$ cat src/rtl/zube_z80_frontend.sv
// Z80 I/O front-end for the zube mailbox: strobe synchronisation and de-glitch,
// port decode, single-cycle core requests and data-bus turnaround control.
//
// state     | meaning
// IDLE      | waiting for a qualified strobe
// WR_ACTIVE | write request issued, waiting for write strobe release
// RD_FETCH  | read request issued, latching core read data
// RD_ACTIVE | read in progress (bus driven if matched), waiting for release
// COLLIDE   | both strobes seen low, waiting for both to go high
module zube_z80_frontend #(
  parameter int unsigned     SYNC_STAGES   = 2,
  parameter int unsigned     FILTER_CYCLES = 2,
  parameter logic [7:0]      PORT_BASE     = 8'h00
) (
  input  logic       clk,
  input  logic       reset_b,
  input  logic       z80_write_strobe_b_in,
  input  logic       z80_read_strobe_b_in,
  input  logic [7:0] z80_address_bus_in,
  input  logic [7:0] z80_data_bus_in,
  output logic [7:0] z80_data_bus_out,
  output logic       z80_bus_dir,
  output logic       wr_valid,
  output logic [1:0] wr_reg,
  output logic [7:0] wr_data,
  output logic       rd_valid,
  output logic [1:0] rd_reg,
  input  logic [7:0] rd_data_in,
  output logic       bus_err
);

  typedef enum logic [2:0] {
    IDLE      = 3'd0,
    WR_ACTIVE = 3'd1,
    RD_FETCH  = 3'd2,
    RD_ACTIVE = 3'd3,
    COLLIDE   = 3'd4
  } state_t;

  localparam logic [2:0] FILT = 3'(FILTER_CYCLES);

  logic [SYNC_STAGES-1:0] wr_sync_q, rd_sync_q;
  logic [7:0] addr_q1, addr_q2, data_q1, data_q2;
  logic [2:0] cnt_q, cnt_d;
  logic       wr_s, rd_s, wr_low, rd_low, one_low, both_low, qual, matched;

  state_t     state_q, state_d;
  logic       wr_valid_q, wr_valid_d;
  logic       rd_valid_q, rd_valid_d;
  logic       bus_err_q, bus_err_d;
  logic       dir_q, dir_d;
  logic [1:0] wr_reg_q, wr_reg_d, rd_reg_q, rd_reg_d;
  logic [7:0] wr_data_q, wr_data_d, dout_q, dout_d;

  always_ff @(posedge clk or negedge reset_b) begin
    if (!reset_b) begin
      wr_sync_q <= '1;
      rd_sync_q <= '1;
      addr_q1   <= '0;
      addr_q2   <= '0;
      data_q1   <= '0;
      data_q2   <= '0;
      cnt_q     <= '0;
    end else begin
      wr_sync_q <= {wr_sync_q[SYNC_STAGES-2:0], z80_write_strobe_b_in};
      rd_sync_q <= {rd_sync_q[SYNC_STAGES-2:0], z80_read_strobe_b_in};
      addr_q1   <= z80_address_bus_in;
      addr_q2   <= addr_q1;
      data_q1   <= z80_data_bus_in;
      data_q2   <= data_q1;
      cnt_q     <= cnt_d;
    end
  end

  assign wr_s     = wr_sync_q[SYNC_STAGES-1];
  assign rd_s     = rd_sync_q[SYNC_STAGES-1];
  assign wr_low   = ~wr_s;
  assign rd_low   = ~rd_s;
  assign one_low  = wr_low ^ rd_low;
  assign both_low = wr_low & rd_low;
  assign matched  = (addr_q2[7:2] == PORT_BASE[7:2]);

  // Saturating run-length of single-strobe-low samples; fires once on reaching FILT.
  always_comb begin
    cnt_d = '0;
    if (one_low) cnt_d = (cnt_q == FILT) ? cnt_q : cnt_q + 3'd1;
  end

  assign qual = one_low && (cnt_q != FILT) && (cnt_d == FILT);

  always_comb begin
    state_d    = state_q;
    wr_valid_d = 1'b0;
    rd_valid_d = 1'b0;
    bus_err_d  = 1'b0;
    dir_d      = dir_q;
    wr_reg_d   = wr_reg_q;
    wr_data_d  = wr_data_q;
    rd_reg_d   = rd_reg_q;
    dout_d     = dout_q;
    case (state_q)
      IDLE: begin
        dir_d = 1'b0;
        if (both_low) begin
          bus_err_d = 1'b1;
          state_d   = COLLIDE;
        end else if (qual && wr_low) begin
          wr_reg_d   = addr_q2[1:0];
          wr_data_d  = data_q2;
          wr_valid_d = matched;
          state_d    = WR_ACTIVE;
        end else if (qual && rd_low) begin
          if (matched) begin
            rd_valid_d = 1'b1;
            rd_reg_d   = addr_q2[1:0];
            state_d    = RD_FETCH;
          end else begin
            state_d = RD_ACTIVE;
          end
        end
      end
      RD_FETCH: begin
        dout_d = rd_data_in;
        if (wr_low) begin
          bus_err_d = 1'b1;
          dir_d     = 1'b0;
          state_d   = COLLIDE;
        end else begin
          dir_d   = 1'b1;
          state_d = RD_ACTIVE;
        end
      end
      WR_ACTIVE: begin
        if (rd_low) begin
          bus_err_d = 1'b1;
          dir_d     = 1'b0;
          state_d   = COLLIDE;
        end else if (wr_s) begin
          state_d = IDLE;
        end
      end
      RD_ACTIVE: begin
        if (wr_low) begin
          bus_err_d = 1'b1;
          dir_d     = 1'b0;
          state_d   = COLLIDE;
        end else if (rd_s) begin
          dir_d   = 1'b0;
          state_d = IDLE;
        end
      end
      COLLIDE: begin
        dir_d = 1'b0;
        if (wr_s && rd_s) state_d = IDLE;
      end
      default: begin
        dir_d   = 1'b0;
        state_d = IDLE;
      end
    endcase
  end

  always_ff @(posedge clk or negedge reset_b) begin
    if (!reset_b) begin
      state_q    <= IDLE;
      wr_valid_q <= 1'b0;
      rd_valid_q <= 1'b0;
      bus_err_q  <= 1'b0;
      dir_q      <= 1'b0;
      wr_reg_q   <= '0;
      wr_data_q  <= '0;
      rd_reg_q   <= '0;
      dout_q     <= '0;
    end else begin
      state_q    <= state_d;
      wr_valid_q <= wr_valid_d;
      rd_valid_q <= rd_valid_d;
      bus_err_q  <= bus_err_d;
      dir_q      <= dir_d;
      wr_reg_q   <= wr_reg_d;
      wr_data_q  <= wr_data_d;
      rd_reg_q   <= rd_reg_d;
      dout_q     <= dout_d;
    end
  end

  // Gate the drive with the synchronised strobes so release/collision drop it on the sync edge.
  assign z80_bus_dir      = dir_q & rd_low & wr_s;
  assign z80_data_bus_out = dout_q;
  assign wr_valid         = wr_valid_q;
  assign wr_reg           = wr_reg_q;
  assign wr_data          = wr_data_q;
  assign rd_valid         = rd_valid_q;
  assign rd_reg           = rd_reg_q;
  assign bus_err          = bus_err_q;

endmodule

$ cat config.mk
export PLATFORM = sky130hd
export DESIGN_NAME = zube_z80_frontend
export DESIGN_NICKNAME = d
export VERILOG_FILES = /design/src/rtl/zube_z80_frontend.sv
export SDC_FILE = /design/constraint.sdc
export NUM_CORES = 1
export LEC_CHECK = 0
export CORE_UTILIZATION = 60
export DETAILED_ROUTE_END_ITERATION = 8
export DONT_BUFFER_PORTS = 1
export MAX_ROUTING_LAYER = met4
export PLACE_DENSITY = 0.76
export SYNTH_ARGS = -nofsm -noshare
export SYNTH_HDL_FRONTEND = slang
export SYNTH_SLANG_ARGS = --single-unit
$ cat constraint.sdc
create_clock -name clk -period 2.5 [get_ports clk]
set_input_delay 0.75 -clock clk [delete_from_list [all_inputs] [get_ports clk]]
set_output_delay 0.75 -clock clk [all_outputs]
set_load 0.05 [all_outputs]
==> metrics.md, run 1 <==
| Metric | Value |
|---|---|
| Status | `completed` |
| Synth warn | `0` |
| Sequential share of the synthesized area | `70.5%` |
| R2R cell count | `6` |
| Minimum clock period | `2350 ps` |
| Max stage delay on crit path | `570 ps` |
| Placeable Area | `3720 µm²` |
| Clock skew | `6.20 ps` |
| Core Rows | `22` |
| Clock transition at path regs | `70 ps` |
| Drc violations | `0` |
| Worst EP required | `2710 ps` |
| Crit path launch | `rd_sync_q[1]` |
| Setup CP Type | `reg2reg` |
| Die area | `4170 µm²` |
| Top Metal Used | `met4` |
| Starting density of the core | `63.2%` |
| Detailed Place HPWL | `2440 µm` |
| Leak pwr | `1.21 nW` |
| Critical path startpoint category | `register` |
| Antenna cells | `0` |
| Sequential share of power | `60.6%` |
| Ys async rst share | `100%` |
| CP max FO | `10` |
| Final period utilization | `94.0%` |
| CTS buffer count | `9` |
| Share of the synthesized area in the top cell type | `66.1%` |
| Via count | `1140` |
| Worst Tran Pin Value | `574 ps` |
| CP Cell Sequence | `inv_1 -> ha_1 -> or4_4 -> a211oi_4 -> and2_4 -> mux2_4` |
| Detailed Route Iter0 Violations | `61` |
| Max-cap viol count | `0` |
| Critical R2R Launch | `rd_sync_q[1]` |
| Power Dens Cells | `1210 nW/µm²` |
| Antenna viol nets, final | `0` |
| Hold bufs inserted after CTS | `0` |
| Layout area overhead | `9.75%` |
| Combinational power share | `12.0%` |
| Top-Level Pins | `52` |
| CTS Buffer Depth | `2` |
| Nets@finish | `187` |
| DR vias/cell | `5.53` |
| Horiz. Die Dim | `64.6 µm` |
| Critical R2R Capture | `wr_data[0]` |
| Post-DP Area | `2380 µm²` |
| WHS | `107 ps` |
| Die H | `64.6 µm` |
| Initial antenna violation count | `0` |
| Post-synthesis cell count | `144` |
| Non-Filler Instances | `206` |
| Max_slew headroom | `60.8%` |
| Avg Cell Area, Syn | `16.3 µm²` |
| Grt ovf | `0` |
| Hold Crit Class | `in2async` |
| Flop-to-flop setup slack | `150 ps` |
| Endpoints failing hold | `0` |
| RSZ-0062 raised after global routing | `no` |
| First-pass GRT wire length | `5740 µm` |
| Critical Path Sink | `wr_data[0]` |
| Synthesized net count | `178` |
| Fmax | `0.426 GHz` |
| Post-Syn Area | `2350 µm²` |
| Placer Congestion | `0.930` |
| Inst Count DP | `190` |
| Layout cell share with drive strength beyond 1 | `28.5%` |
| IO buf count | `0` |
| Post-synth top area cell | `dfrtp_1` |
| # setup viols final | `0` |
| Crit path max-delay cell type | `dfstp_2` |
| Net Sw Frac | `36.7%` |
| Most frequent cell after synthesis | `dfrtp_1` |
| Met3 WL | `255 µm` |
| Pin count of the biggest net entering global routing | `67` |
| Clock sink count | `66` |
| Final instance area | `2580 µm²` |
| DRT Pass-1 Iters | `4` |
| Post-CTS Setup Inserts | `0` |
| Crit path arrival time | `2560 ps` |
| Met2 wire len | `1810 µm` |
| Top cells by area, synth | `dfrtp_1, mux2_4, mux2_2, dfstp_2, ha_1` |
| Detailed Route WL | `3460 µm` |
| Worst VDD drop | `0.602 mV` |
| Wire per inst | `16.8 µm` |
| TritonCTS clock tree | `yes` |
| Total GRT Usage | `20.7%` |
| Post-CTS sizing | `0` |
| Post-synth top cells | `dfrtp_1, mux2_2, mux2_4, ha_1` |
| H-Tree Depth | `3` |
| Clock network power share | `27.4%` |
| Yosys cell types | `37` |
| Pint | `1.98 mW` |
| Vias in the first global route | `1208` |
| Post-synth EDFFs | `0` |
| Final Max Tran Viols | `0` |
| Sw Pwr | `1.15 mW` |
| Root Driver | `clkbuf_8` |
| Synthesis-stage register bit count | `66` |
| M1 WL | `1320 µm` |
| Total negative setup slack | `0 ps` |
| Worst-skew pair later-pin latency | `330 ps` |
| Post-layout util | `69.4%` |
| Top FF cell, synth | `dfrtp_1` |
| Crit. End Element | `register` |
## cells by family after synthesis
logic type,synth area share [%]
XOR/XNOR,0.373
flip-flops,70.5
multiplexers,11.6
buffers and inverters,2.13
AO/OA/AOI/OAI,4.58
AND/OR/NAND/NOR,7.57
adder cells (fa/ha/maj),3.20
## cell type report
type | instances | area [µm²]
timing repair buffer | 1 | 7.51
clock inverter | 4 | 51.3
multi-input combinational | 71 | 642
tap | 48 | 60.1
fill | 248 | 1140
clock buffer | 12 | 145
sequential | 66 | 1660
inverter | 4 | 15.0
## layout by cell type, fill, tap and decap left out, types with 2 or more instances in the layout
cell type  instances
nor2_1             4
dfrtp_1           62
nand2_1            4
mux2_4            10
mux2_2            10
nand3b_1           2
a21oi_1            3
ha_1               6
nand3_1            2
inv_1              4
and2_1             2
o21ai_0            2
nor2b_1            3
o22ai_1            2
dfstp_2            4
nand2b_1           3
clkbuf_1           2
clkbuf_8          10
## per-layer routing
layer / track usage [%] / up-vias
li1: - / 513
met1: 22.3 / 559
met2: 32.0 / 58
met3: 8.63 / 10
met4: 12.5 / 0
met5: - / -
## metrics by stage
stage,setup slack (ps),power [mW]
finish,150,3.13
detailed placement,161,2.30
CTS,158,3.17
global placement,278,2.26
global route,98.9,3.28
floorplan,267,2.20
## power by group through the flow
stage          clock, mW  combinational (mW)  sequential (mW)
6_report           0.856               0.375             1.90
5_1_grt            0.933               0.419             1.93
4_1_cts            0.885               0.380             1.90
3_5_place_dp           0               0.381             1.92
3_3_place_gp           0               0.346             1.91
2_1_floorplan          0               0.330             1.87
## worst min-delay path by stage
stage | from | endpoint | slack (ps) | depth (start not counted)
2_1_floorplan | addr_q1[0] | addr_q2[0] | 330 | 0
5_1_grt | reset_b | addr_q1[6] | 80 | 0
3_3_place_gp | addr_q1[5] | addr_q2[5] | 330 | 0
4_1_cts | reset_b | z80_data_bus_out[6] | 90 | 0
3_5_place_dp | addr_q1[2] | addr_q2[2] | 330 | 0
6_report | reset_b | rd_valid | 110 | 0
## critical path, delay by kind of cell, from the launching register on
family	cells	cell delay [ps]
AO/OA/AOI/OAI	1	230
adder cells (fa/ha/maj)	1	240
AND/OR/NAND/NOR	2	760
buffers and inverters	1	110
flip-flops	1	570
multiplexers	1	320
No activity file was read; power rests on OpenSTA's default activity.
==> run 2: changes to the inputs <==
Settings changed: GPL_ROUTABILITY_DRIVEN from default to 0, GPL_TIMING_DRIVEN from default to 0.
==> run 2 against run 1 <==
Fmax down 2.4%. Cell area up 1.0%. Power is 0.16% lower. Non-clock buffer count is 2 higher. Critical path depth up 1. Worst setup slack lost 57 ps. Register-to-register slack got worse by 60 ps. Via count up 0.96%. Die area stayed put.
==> metrics.md, run 2 (synthesis gave the netlist of run 1 again) <==
| Metric | Value |
|---|---|
| Reg area | `1660 µm² (unchanged)` |
| Fill cells | `229 (-7.7%)` |
| H-Tree Depth | `3 (unchanged)` |
| Initial antenna violation count | `0 (unchanged)` |
| Layout cell share with drive strength beyond 1 | `29.4% (+0.89 points)` |
| CTS Buffer Depth | `2 (unchanged)` |
| # setup viols final | `0 (unchanged)` |
| R2R cell count | `7 (+1)` |
| Hold bufs inserted after CTS | `0 (unchanged)` |
| Post-CTS Setup Inserts | `0 (unchanged)` |
| Crit path launch | `wr_sync_q[1]` |
| Horiz. Die Dim | `64.6 µm (unchanged)` |
| RSZ-0062 raised after global routing | `no` |
| Pin count of the biggest net entering global routing | `67 (unchanged)` |
| Core Rows | `22 (unchanged)` |
| Flop-to-flop setup slack | `90 ps (-60 ps)` |
| Endpoints failing hold | `0 (unchanged)` |
| Starting density of the core | `63.2% (unchanged)` |
| First-pass GRT wire length | `5270 µm (-8.2%)` |
| Worst-skew pair later-pin latency | `320 ps (about the same)` |
| Busiest grt layer | `met2` |
| DRT Pass-1 Iters | `5 (+1)` |
| Vias in the first global route | `1144 (-5.3%)` |
| TritonCTS clock tree | `yes` |
| Leading cell types in the layout, fill and taps excluded | `dfrtp_1, mux2_4, mux2_2, clkbuf_8, ha_1` |
| Setup CP Type | `reg2reg` |
| GR Util met3 | `8.98% (+0.35 points)` |
| Antenna viol nets, final | `0 (unchanged)` |
| Max_slew headroom | `65.7% (+4.9 points)` |
| Final Max Tran Viols | `0 (unchanged)` |
| Clock sink count | `66 (unchanged)` |
| Worst VDD drop | `0.715 mV (+19%)` |
| Layout area overhead | `10.9%` |
| Crit. End Element | `register` |
| Total negative setup slack | `0 ps (unchanged)` |
| CP max FO | `10 (unchanged)` |
| Critical path startpoint category | `register` |
| Power Dens Cells | `1200 nW/µm² (-1.2%)` |
| Minimum clock period | `2410 ps (+57.2 ps)` |
| Grt ovf | `0 (unchanged)` |
| Hold Crit Class | `in2async` |
| Commonest non-fill, non-tap cell in the layout | `dfrtp_1` |
| Max-cap viol count | `0 (unchanged)` |
| Fmax | `0.415 GHz (-2.4%)` |
| Worst Tran Pin Value | `517 ps (-57.1 ps)` |
| CTS buffer count | `9 (unchanged)` |
| Via count | `1151 (+0.96%)` |
| DR vias/cell | `5.53 (about the same)` |
| Critical Path Sink | `wr_data[6]` |
| Met1 GRT Util | `21.5% (-0.82 points)` |
| Root Driver | `clkbuf_8` |
| Post-CTS sizing | `0 (unchanged)` |
| Clock transition at path regs | `70 ps (about the same)` |
| Nets@finish | `189 (+1.1%)` |
| Leak pwr | `1.22 nW (+1.4%)` |
| Die area | `4170 µm² (unchanged)` |
| Top-Level Pins | `52 (unchanged)` |
| Clock skew | `7.08 ps (+0.887 ps)` |
| Met2 GRT Util | `27.6% (-4.3 points)` |
| Non-Filler Instances | `208 (+0.97%)` |
| Total GRT Usage | `18.5% (-2.2 points)` |
| Worst EP required | `2710 ps (about the same)` |
| Placeable Area | `3720 µm² (unchanged)` |
| Die H | `64.6 µm (unchanged)` |
| Crit path arrival time | `2610 ps (+50 ps)` |
| Antenna cells | `0 (unchanged)` |
| Status | `completed` |
| Drc violations | `0 (unchanged)` |
| IO buf count | `0 (unchanged)` |
| Detailed Route WL | `3360 µm (-2.7%)` |
| Wire per inst | `16.2 µm (-3.6%)` |
| Detailed Route Iter0 Violations | `67 (+9.8%)` |
| Final period utilization | `96.3% (+2.3 points)` |
| Inst Count DP | `192 (+1.1%)` |
| Critical R2R Launch | `wr_sync_q[1]` |
| Critical R2R Capture | `wr_data[6]` |
| Area of the multi-input gates | `642 µm² (unchanged)` |
| Detailed Place HPWL | `2320 µm (-4.8%)` |
## run 2: cell types whose count changed in the layout (fill, tap and decap cells not counted), sizes merged
cell / delta
clkinv: +2
buf: +1
clkinvlp: -1
## run 2: per-stage QoR
| step | power (mW) | utilization, % | instance area [µm²] | setup slack, ps | hold slack [ps] |
|---|---|---|---|---|---|
| floorplan | 2.20 | - | 2350 | 267 | 331 |
| global placement | 2.26 | 64.8 | 2410 | 141 | 331 |
| detailed placement | 2.30 | 64.8 | 2410 | 107 | 335 |
| CTS | 3.16 | 70.1 | 2600 | 101 | 104 |
| global route | 3.25 | 70.1 | 2600 | 3.38 | 89.3 |
| finish | 3.12 | 70.1 | 2600 | 92.8 | 123 |
## run 2: layout make-up
| type | count | area share [%] |
|---|---|---|
| tap | 48 | 2.31 |
| clock inverter | 5 | 2.07 |
| buffer | 3 | 1.35 |
| clock buffer | 11 | 5.43 |
| multi-input combinational | 71 | 24.7 |
| sequential | 66 | 63.6 |
| inverter | 4 | 0.577 |
## run 2: worst min-delay path by stage
stage / start / end / slack, ps
finish: reset_b / wr_data[3] / 120
global route: reset_b / wr_data[6] / 90
global placement: addr_q1[6] / addr_q2[6] / 330
CTS: reset_b / wr_data[5] / 100
detailed placement: addr_q1[4] / addr_q2[4] / 330
floorplan: addr_q1[0] / addr_q2[0] / 330
## run 2: layer usage
layer / vias up / wire length [µm]
met1: 586 / 1450
met4: 0 / 26
met3: 4 / 199
met2: 45 / 1690
met5: - / 0
li1: 516 / -
## run 2: power breakdown
part | internal [mW] | switching, mW
clock | 0.485 | 0.368
sequential | 1.26 | 0.638
combinational | 0.239 | 0.136
## run 2: critical path, cell delays in order (launching register included)
cell      delay, ps
dfstp_2         630
inv_1           110
ha_1            230
or4_4           450
a211oi_4        220
and2_4          200
buf_12          140
mux2_4          310
